$ cat config.mk
export PLATFORM = sky130hd
export DESIGN_NAME = oflow_frame_loader
export DESIGN_NICKNAME = d
export VERILOG_FILES = /design/src/rtl/oflow_core_define.sv /design/src/rtl/oflow_loader_pkg.sv /design/src/rtl/oflow_bbox_buffer.sv /design/src/rtl/oflow_frame_loader.sv
export SDC_FILE = /design/constraint.sdc
export NUM_CORES = 1
export LEC_CHECK = 0
export BUFFER_PORTS_ARGS = -buffer_cell sky130_fd_sc_hd__buf_4
export CORE_ASPECT_RATIO = 0.75
export CORE_MARGIN = 2
export CORE_UTILIZATION = 48
export CTS_BUF_LIST = sky130_fd_sc_hd__clkbuf_8
export CTS_CLUSTER_DIAMETER = 150
export CTS_CLUSTER_SIZE = 30
export DETAILED_ROUTE_END_ITERATION = 6
export MAX_ROUTING_LAYER = met4
export PLACE_DENSITY_LB_ADDON = 0.25
export SYNTH_ARGS = -nofsm -noshare
export SYNTH_HDL_FRONTEND = slang
export SYNTH_SLANG_ARGS = --single-unit
$ cat constraint.sdc
create_clock -name clk -period 1.55 [get_ports clk]
set_input_delay 0.155 -clock clk [delete_from_list [all_inputs] [get_ports clk]]
set_output_delay 0.155 -clock clk [all_outputs]
set_load 0.02 [all_outputs]
$ cat src/rtl/oflow_core_define.sv
// Shared width constants for the optical-flow datapath.
`ifndef BBOX_VECTOR_SIZE
`define BBOX_VECTOR_SIZE 32
`endif
`ifndef MAX_BBOXES_PER_FRAME
`define MAX_BBOXES_PER_FRAME 4
`endif

$ cat src/rtl/oflow_loader_pkg.sv
// Types shared by the frame loader and its bbox buffer.
`ifndef BBOX_VECTOR_SIZE
`define BBOX_VECTOR_SIZE 32
`endif

package oflow_loader_pkg;

  // Loader control states: collect beats, pulse start, hold for the tracker.
  typedef enum logic [1:0] {
    LOAD      = 2'd0,
    LAUNCH    = 2'd1,
    WAIT_DONE = 2'd2
  } loader_state_t;

  // One bounding-box word at the project-wide width.
  typedef logic [`BBOX_VECTOR_SIZE-1:0] bbox_t;

endpackage

$ cat src/rtl/oflow_bbox_buffer.sv
// Per-frame bbox register array: one write port, synchronous clear, all entries visible.
module oflow_bbox_buffer #(
  parameter int WIDTH = 32,
  parameter int DEPTH = 4,
  parameter int IDX_W = (DEPTH > 1) ? $clog2(DEPTH) : 1
) (
  input  logic             clk,
  input  logic             reset_N,
  input  logic             wr_en,
  input  logic [IDX_W-1:0] wr_idx,
  input  logic [WIDTH-1:0] wr_data,
  input  logic             clr,
  output logic [WIDTH-1:0] entries [0:DEPTH-1]
);

  logic [WIDTH-1:0] mem_q [0:DEPTH-1];

  // Clear wins over write so a finished frame always leaves an all-zero array.
  always_ff @(posedge clk or negedge reset_N) begin
    if (!reset_N) begin
      for (int i = 0; i < DEPTH; i++) mem_q[i] <= '0;
    end else if (clr) begin
      for (int i = 0; i < DEPTH; i++) mem_q[i] <= '0;
    end else if (wr_en) begin
      mem_q[wr_idx] <= wr_data;
    end
  end

  assign entries = mem_q;

endmodule

$ cat src/rtl/oflow_frame_loader.sv
// Frame loader: packs streamed bboxes into a frame array, launches the tracker,
// and holds the array until the tracker reports done.
`ifndef BBOX_VECTOR_SIZE
`define BBOX_VECTOR_SIZE 32
`endif
`ifndef MAX_BBOXES_PER_FRAME
`define MAX_BBOXES_PER_FRAME 4
`endif

module oflow_frame_loader
  import oflow_loader_pkg::*;
#(
  parameter int BBOX_VECTOR_SIZE     = `BBOX_VECTOR_SIZE,
  parameter int MAX_BBOXES_PER_FRAME = `MAX_BBOXES_PER_FRAME,
  parameter int CNT_W                = $clog2(MAX_BBOXES_PER_FRAME + 1),
  parameter int FRAME_CNT_W          = 16
) (
  input  logic                        clk,
  input  logic                        reset_N,
  input  logic [BBOX_VECTOR_SIZE-1:0] in_bbox,
  input  logic                        in_valid,
  input  logic                        in_last,
  output logic                        in_ready,
  output logic [BBOX_VECTOR_SIZE-1:0] bboxes_array_per_frame [0:MAX_BBOXES_PER_FRAME-1],
  output logic [CNT_W-1:0]            num_of_bboxes,
  output logic                        start,
  input  logic                        done_frame,
  output logic                        frame_overflow,
  output logic [FRAME_CNT_W-1:0]      frame_cnt
);

  localparam int              IDX_W   = (MAX_BBOXES_PER_FRAME > 1) ? $clog2(MAX_BBOXES_PER_FRAME) : 1;
  localparam logic [CNT_W-1:0] MAX_CNT = CNT_W'(MAX_BBOXES_PER_FRAME);

  loader_state_t          state_q, state_d;
  logic [CNT_W-1:0]       count_q;
  logic                   overflow_q;
  logic                   start_q;
  logic [FRAME_CNT_W-1:0] frame_cnt_q;

  logic accept;
  logic room;
  logic wr_en;
  logic clr;
  logic last_accepted;

  assign in_ready      = (state_q == LOAD);
  assign accept        = in_valid && in_ready;
  assign room          = (count_q < MAX_CNT);
  assign wr_en         = accept && room;
  assign last_accepted = accept && in_last;
  assign clr           = (state_q == WAIT_DONE) && done_frame;

  // Next-state decode; done_frame only matters while waiting on the tracker.
  always_comb begin
    state_d = state_q;
    case (state_q)
      LOAD:      if (last_accepted) state_d = LAUNCH;
      LAUNCH:    state_d = WAIT_DONE;
      WAIT_DONE: if (done_frame) state_d = LOAD;
      default:   state_d = LOAD;
    endcase
  end

  // Control registers; start and frame_cnt update on entry to LAUNCH so both are
  // visible during the launch cycle itself.
  always_ff @(posedge clk or negedge reset_N) begin
    if (!reset_N) begin
      state_q     <= LOAD;
      count_q     <= '0;
      overflow_q  <= 1'b0;
      start_q     <= 1'b0;
      frame_cnt_q <= '0;
    end else begin
      state_q <= state_d;
      start_q <= last_accepted;
      if (last_accepted) frame_cnt_q <= frame_cnt_q + FRAME_CNT_W'(1);
      if (clr) begin
        count_q    <= '0;
        overflow_q <= 1'b0;
      end else if (accept) begin
        if (room) count_q <= count_q + CNT_W'(1);
        else      overflow_q <= 1'b1;
      end
    end
  end

  oflow_bbox_buffer #(
    .WIDTH (BBOX_VECTOR_SIZE),
    .DEPTH (MAX_BBOXES_PER_FRAME),
    .IDX_W (IDX_W)
  ) u_buffer (
    .clk     (clk),
    .reset_N (reset_N),
    .wr_en   (wr_en),
    .wr_idx  (count_q[IDX_W-1:0]),
    .wr_data (in_bbox),
    .clr     (clr),
    .entries (bboxes_array_per_frame)
  );

  assign num_of_bboxes  = count_q;
  assign start          = start_q;
  assign frame_overflow = overflow_q;
  assign frame_cnt      = frame_cnt_q;

endmodule

# Yosys cells after proc, flatten, opt, wreduce, memory -nomap -nowiden
# Cells that the tools add are included.
# totals
ff_bits,151
latch_bits,0
ramBits,0
rom_bits,0
in_bits,37
word_cells,46
mem_count,0
# classes
addsub,2
multipliers,0
div_mod_pow,0
n_lt_le_gt_ge,3
n_eq_ne,5
shifts,0
n_mux,14
n_bitwise,1
n_reduce_logical,12
# ops
op,count
$mux 128,2
$bwmux 128,1
$demux 32 s2,1
$mux 32,1
$add 16x1->16 const B,1
$mux 3,3
$pmux 2 s3,1
$reduce_and 2->1,3
$reduce_bool 2->1,3
$logic_and 1x1->1,5
$mux 2,2
$ne 2x1->1 const B,2
$add 3x1->3 const B,1
$ge 3x3->1 const B,1
$lt 3x1->1 const B,1
$lt 3x3->1 const B,1
$mux 1,3
$not 2->3,1
$eq 2x1->1 const B,1
$eq 2x2->1 const B,1
$logic_not 2->1,1
$ne 2x2->1 const B,1

# Depth between registers and ports, before layout
# logic_depth
word_depth,8
ltp_mapped,7

# Hierarchy
# Synthesis repeated with hierarchy kept, for this count alone.
# hier_totals
cells_unflattened,536
area_unflattened_um2,6682.7
# by_module_without_submodules
module,n_inst,cells_per_inst,area_per_inst_um2,seq_area_each_um2
oflow_bbox_buffer,1,452,5680.4,3203.1
oflow_frame_loader,1,84,1002.2,575.6

# Least setup slack after synthesis
# OpenSTA, ideal clock, no wires.
# synth_path
path_type,reg-to-reg
start,reg state_q[1]
end,reg frame_cnt_q[6] (netlist: frame_cnt[6])
setup_ns,0.129
arrival_time_ns,1.528
required_time_ns,1.421
path_slack_ns,-0.107
path_stages_with_launch,7
path_buffers,2
period_less_slack_ns,1.657
path_cell_list,dfrtp_1 -> buf_6 -> nor2_1 -> and3_1 -> clkbuf_1 -> nand4_1 -> xnor2_1
# synth_via
elab_chain_cells,3
# synth_lines
element,line,text
"start, declared",oflow_frame_loader.sv:35,"loader_state_t state_q, state_d;"
"start signal, assigned",oflow_frame_loader.sv:75,state_q <= state_d;
$logic_not 2->1,oflow_frame_loader.sv:47,assign in_ready = (state_q == LOAD);
net in_ready,oflow_frame_loader.sv:23,"output logic in_ready,"
$logic_and 1x1->1,oflow_frame_loader.sv:48,assign accept = in_valid && in_ready;
$logic_and 1x1->1,oflow_frame_loader.sv:51,assign last_accepted = accept && in_last;
"end signal, assigned",oflow_frame_loader.sv:77,if (last_accepted) frame_cnt_q <= frame_cnt_q + FRAME_CNT_W'(1);
"end, declared",oflow_frame_loader.sv:39,logic [FRAME_CNT_W-1:0] frame_cnt_q;
# The timed path passes the listed nets, and every way through them passes these cells.
# A chain may end at the register's enable or synchronous reset.

# Worst setup path after layout
# layout_path
start,reg state_q[0]
end,reg u_buffer.mem_q (netlist bit u_buffer.entries[84])
# layout_via
elab_chain_cells,4
# layout_lines
element,line,text
$logic_not 2->1,oflow_frame_loader.sv:47,
$logic_and 1x1->1,oflow_frame_loader.sv:48,
$logic_and 1x1->1,oflow_frame_loader.sv:50,assign wr_en = accept && room;
$reduce_bool 2->1 (no line),n/a,
"end signal, assigned by index",oflow_bbox_buffer.sv:25,mem_q[wr_idx] <= wr_data;
"end, declared",oflow_bbox_buffer.sv:16,logic [WIDTH-1:0] mem_q [0:DEPTH-1];
# Several ways; a longest one is shown, not always the timed one.

==> flow_summary.json <==
{
  "status": "finished, violations left",
  "violations": "setup timing",
  "tns_ns": -2.042,
  "reg2reg_slack_ns": -0.06,
  "io_pins": 187,
  "synth_enable_flop_cells": 0,
  "crit_type": "reg2reg",
  "reg2reg_to": "u_buffer.entries[84]",
  "switching_share_pct": 42.18,
  "hold_start": "done_frame",
  "global_route.overflow_total": 0,
  "async_flop_share_pct": 100.0,
  "synth_top_area_share_pct": 61.25,
  "drc": 0,
  "vias": 5824,
  "antenna_left": 0,
  "reg2reg_from": "state_q[0]",
  "synth_largest_area_cell": "dfrtp_1",
  "yosysSeqAreaShare_pct": 61.25,
  "avgSynthCellArea_um2": 9.521,
  "p_comb_share_pct": 48.1,
  "rsz0062_at_grt": "true",
  "cp-end-kind": "register",
  "worst_pin_slew_ns": 0.4888,
  "clock_sinks": 151,
  "synth.most_common_cell": "nand2_1",
  "required_ns": 1.91,
  "final_cells": 1071,
  "power.internal_mw": 10.67,
  "setup_viol_count_final": 88,
  "final_layout_size_suffix_gt1_share_pct": 45.19,
  "synth_warnings": 0,
  "synthCells": 648,
  "clk_pin_slew_ns": 0.09,
  "numCtsBuffers": 17,
  "power.density_nw_per_um2": 1941,
  "fill_cells": 818,
  "clockRootBuffer": "clkbuf_8",
  "arrival_ns": 1.97,
  "grt_max_degree": 49,
  "post-route-period-util_pct": 103.8,
  "final_area_um2": 9509,
  "ys_types": 27,
  "critPathMaxFanout": 8,
  "setup_ws_ns": -0.05818,
  "gp_congestion": 0.8407,
  "slew_violations": 0,
  "tritoncts": "built",
  "num_rows": 35,
  "fmax_mhz": 621.8,
  "fp.dieW_um": 134.9,
  "p_switching_mw": 7.785,
  "vdd_drop_max_v": 0.001132,
  "drt_wl_total_mm": 20.36,
  "grt_pass1_wl_mm": 28.01,
  "p_seq_share_pct": 36.4,
  "nets": 934,
  "die-area_um2": 13790,
  "synth.top_cells.by_area": "dfrtp_1 (61%), nand2_1 (16%), a21oi_1 (7.9%), buf_6 (2.7%), o21ai_1 (2.4%)",
  "place_inst": 986,
  "die_y_um": 102.2,
  "grt_pass1_vias": 5383,
  "area_delta_synth_final_pct": 54.13,
  "first_iter_violations": 416,
  "wl_per_cell_um": 19.01,
  "drt_pre_antenna_iters": 4,
  "clkPwrFrac_pct": 15.4,
  "finalHoldViolCount": 0,
  "cap_violations": 0,
  "diodes": 0,
  "holdCritPathClass": "in2reg",
  "startpoint_type": "register",
  "p_leak_nw": 4.540,
  "synth-seq-cells": 151,
  "dp_hpwl_mm": 12.47,
  "htreeDepth": 4,
  "whs_endpoint": "state_q[1]",
  "netlist_area_um2": 6170,
  "skew_ns": 0.01591,
  "hold_depth": 3,
  "avgViaCountPerCell": 5.438,
  "clk_path_buf_depth": 2,
  "io_buffer_count": 186,
  "relSlewSlack_pct": 67.41,
  "finalCriticalPeriod_ns": 1.608,
  "dpl_worst_slack_ns": -0.07701,
  "initial_core_util_pct": 49.78,
  "synthTopCellsByCount": "nand2_1 (263), dfrtp_1 (151), a21oi_1 (97)",
  "clock_latency_ns": 0.45,
  "syn-num-nets": 690,
  "reg2reg_depth": 6,
  "fp.coreArea_um2": 12390,
  "antenna_found_initial": 0,
  "ys_dominant_reg_cell": "dfrtp_1",
  "place_area_um2": 7850,
  "grt_use_total_pct": 27.42
}
[cell type report]
class	instances	area (µm²)	area share, %
sequential	151	3781	39.76
clock inverter	15	128.9	1.355
multi-input combinational	450	2649	27.86
timing repair buffer	269	2497	26.26
tap	166	207.7	2.184
clock buffer	17	234.0	2.461
inverter	3	11.26	0.1184
[sequential cells by signal (all words and copies together) (netlist names)]
register          cells
frame_cnt            16
state_q               2
num_of_bboxes         3
u_buffer.entries    128
start                 1
frame_overflow        1
[cell families after synthesis]
| kind of cell | count (synthesis) | share of synthesized area (%) |
|---|---|---|
| AND/OR/NAND/NOR | 294 | 19.41 |
| buffers and inverters | 49 | 5.110 |
| flip-flops | 151 | 61.25 |
| multiplexers | 1 | 0.1825 |
| XOR/XNOR | 16 | 2.271 |
| AO/OA/AOI/OAI | 132 | 10.77 |
| adder cells (fa/ha/maj) | 5 | 1.014 |
[stage by stage]
stage                     utilization (%)  total power [mW]  hold slack (ns)
after CTS                           69.38             17.11          0.01699
after floorplan                         -             10.51          -0.1406
final                               76.73             18.46          0.05138
after global placement              63.34             13.90           0.1208
after global routing                76.73             19.38          0.03091
after detailed placement            63.34             14.19           0.1311
[critical path, cell delays in order (launching register included)]
cell,delay [ns]
dfrtp_2,0.46
nor4b_4,0.30
buf_4,0.19
and2_4,0.19
buf_8,0.16
nand2_1,0.06
a21oi_1,0.15
[layer usage]
metal	global-route usage, %	vias to the layer above	routed length, µm
met4	9.393	0	285
met5	-	-	0
met1	35.90	2933	8371
li1	-	2585	-
met2	42.41	277	9916
met3	6.647	29	1791
[timing repair]
item,CTS,global route
pin swaps,1,30
endpoints found under the setup margin,126,140
hold buffers,36,0
cloned,0,14
hold endpoints to repair,188,0
setup buffers,2,1
gates resized for setup,4,189
[placed cells by master, fill, tap and decap left out, types with 2 or more instances in the layout]
| cell type | n |
|---|---|
| clkbuf_16 | 8 |
| and4_1 | 2 |
| nand2_1 | 211 |
| ha_1 | 5 |
| nor2_1 | 4 |
| a21oi_2 | 61 |
| buf_8 | 3 |
| dfrtp_2 | 2 |
| buf_6 | 10 |
| dfrtp_1 | 149 |
| and2_4 | 6 |
| buf_12 | 15 |
| nand4_1 | 4 |
| inv_1 | 5 |
| xor2_1 | 2 |
| inv_6 | 4 |
| clkbuf_8 | 17 |
| o21ai_1 | 13 |
| clkinv_2 | 2 |
| xnor2_1 | 14 |
| dlygate4sd3_1 | 36 |
| nand2_2 | 33 |
| and3_1 | 2 |
| buf_4 | 197 |
| o21ai_2 | 19 |
| nand2_4 | 18 |
| nand3_1 | 6 |
| clkinvlp_4 | 5 |
| a21oi_1 | 36 |
[worst max path at each step]
stage               slack, ns  cells past startpoint                    end        startpoint
floorplan               -0.03                      6  u_buffer.entries[107]        state_q[1]
CTS                     -0.06                      5   u_buffer.entries[57]  num_of_bboxes[2]
global route            -0.12                      6   u_buffer.entries[50]        state_q[0]
detailed placement      -0.08                      5  u_buffer.entries[122]        state_q[1]
finish                  -0.06                      6   u_buffer.entries[84]        state_q[0]
global placement       -0.001                      6   u_buffer.entries[26]        state_q[1]
[power by group through the flow]
stage	sequential, mW	combinational (mW)	clock (mW)
2_1_floorplan	8.36	2.15	0
3_3_place_gp	6.53	7.36	0
3_5_place_dp	6.62	7.57	0
4_1_cts	6.57	7.68	2.86
5_1_grt	6.87	9.45	3.06
6_report	6.72	8.89	2.85
(Power assumes the default switching activity.)
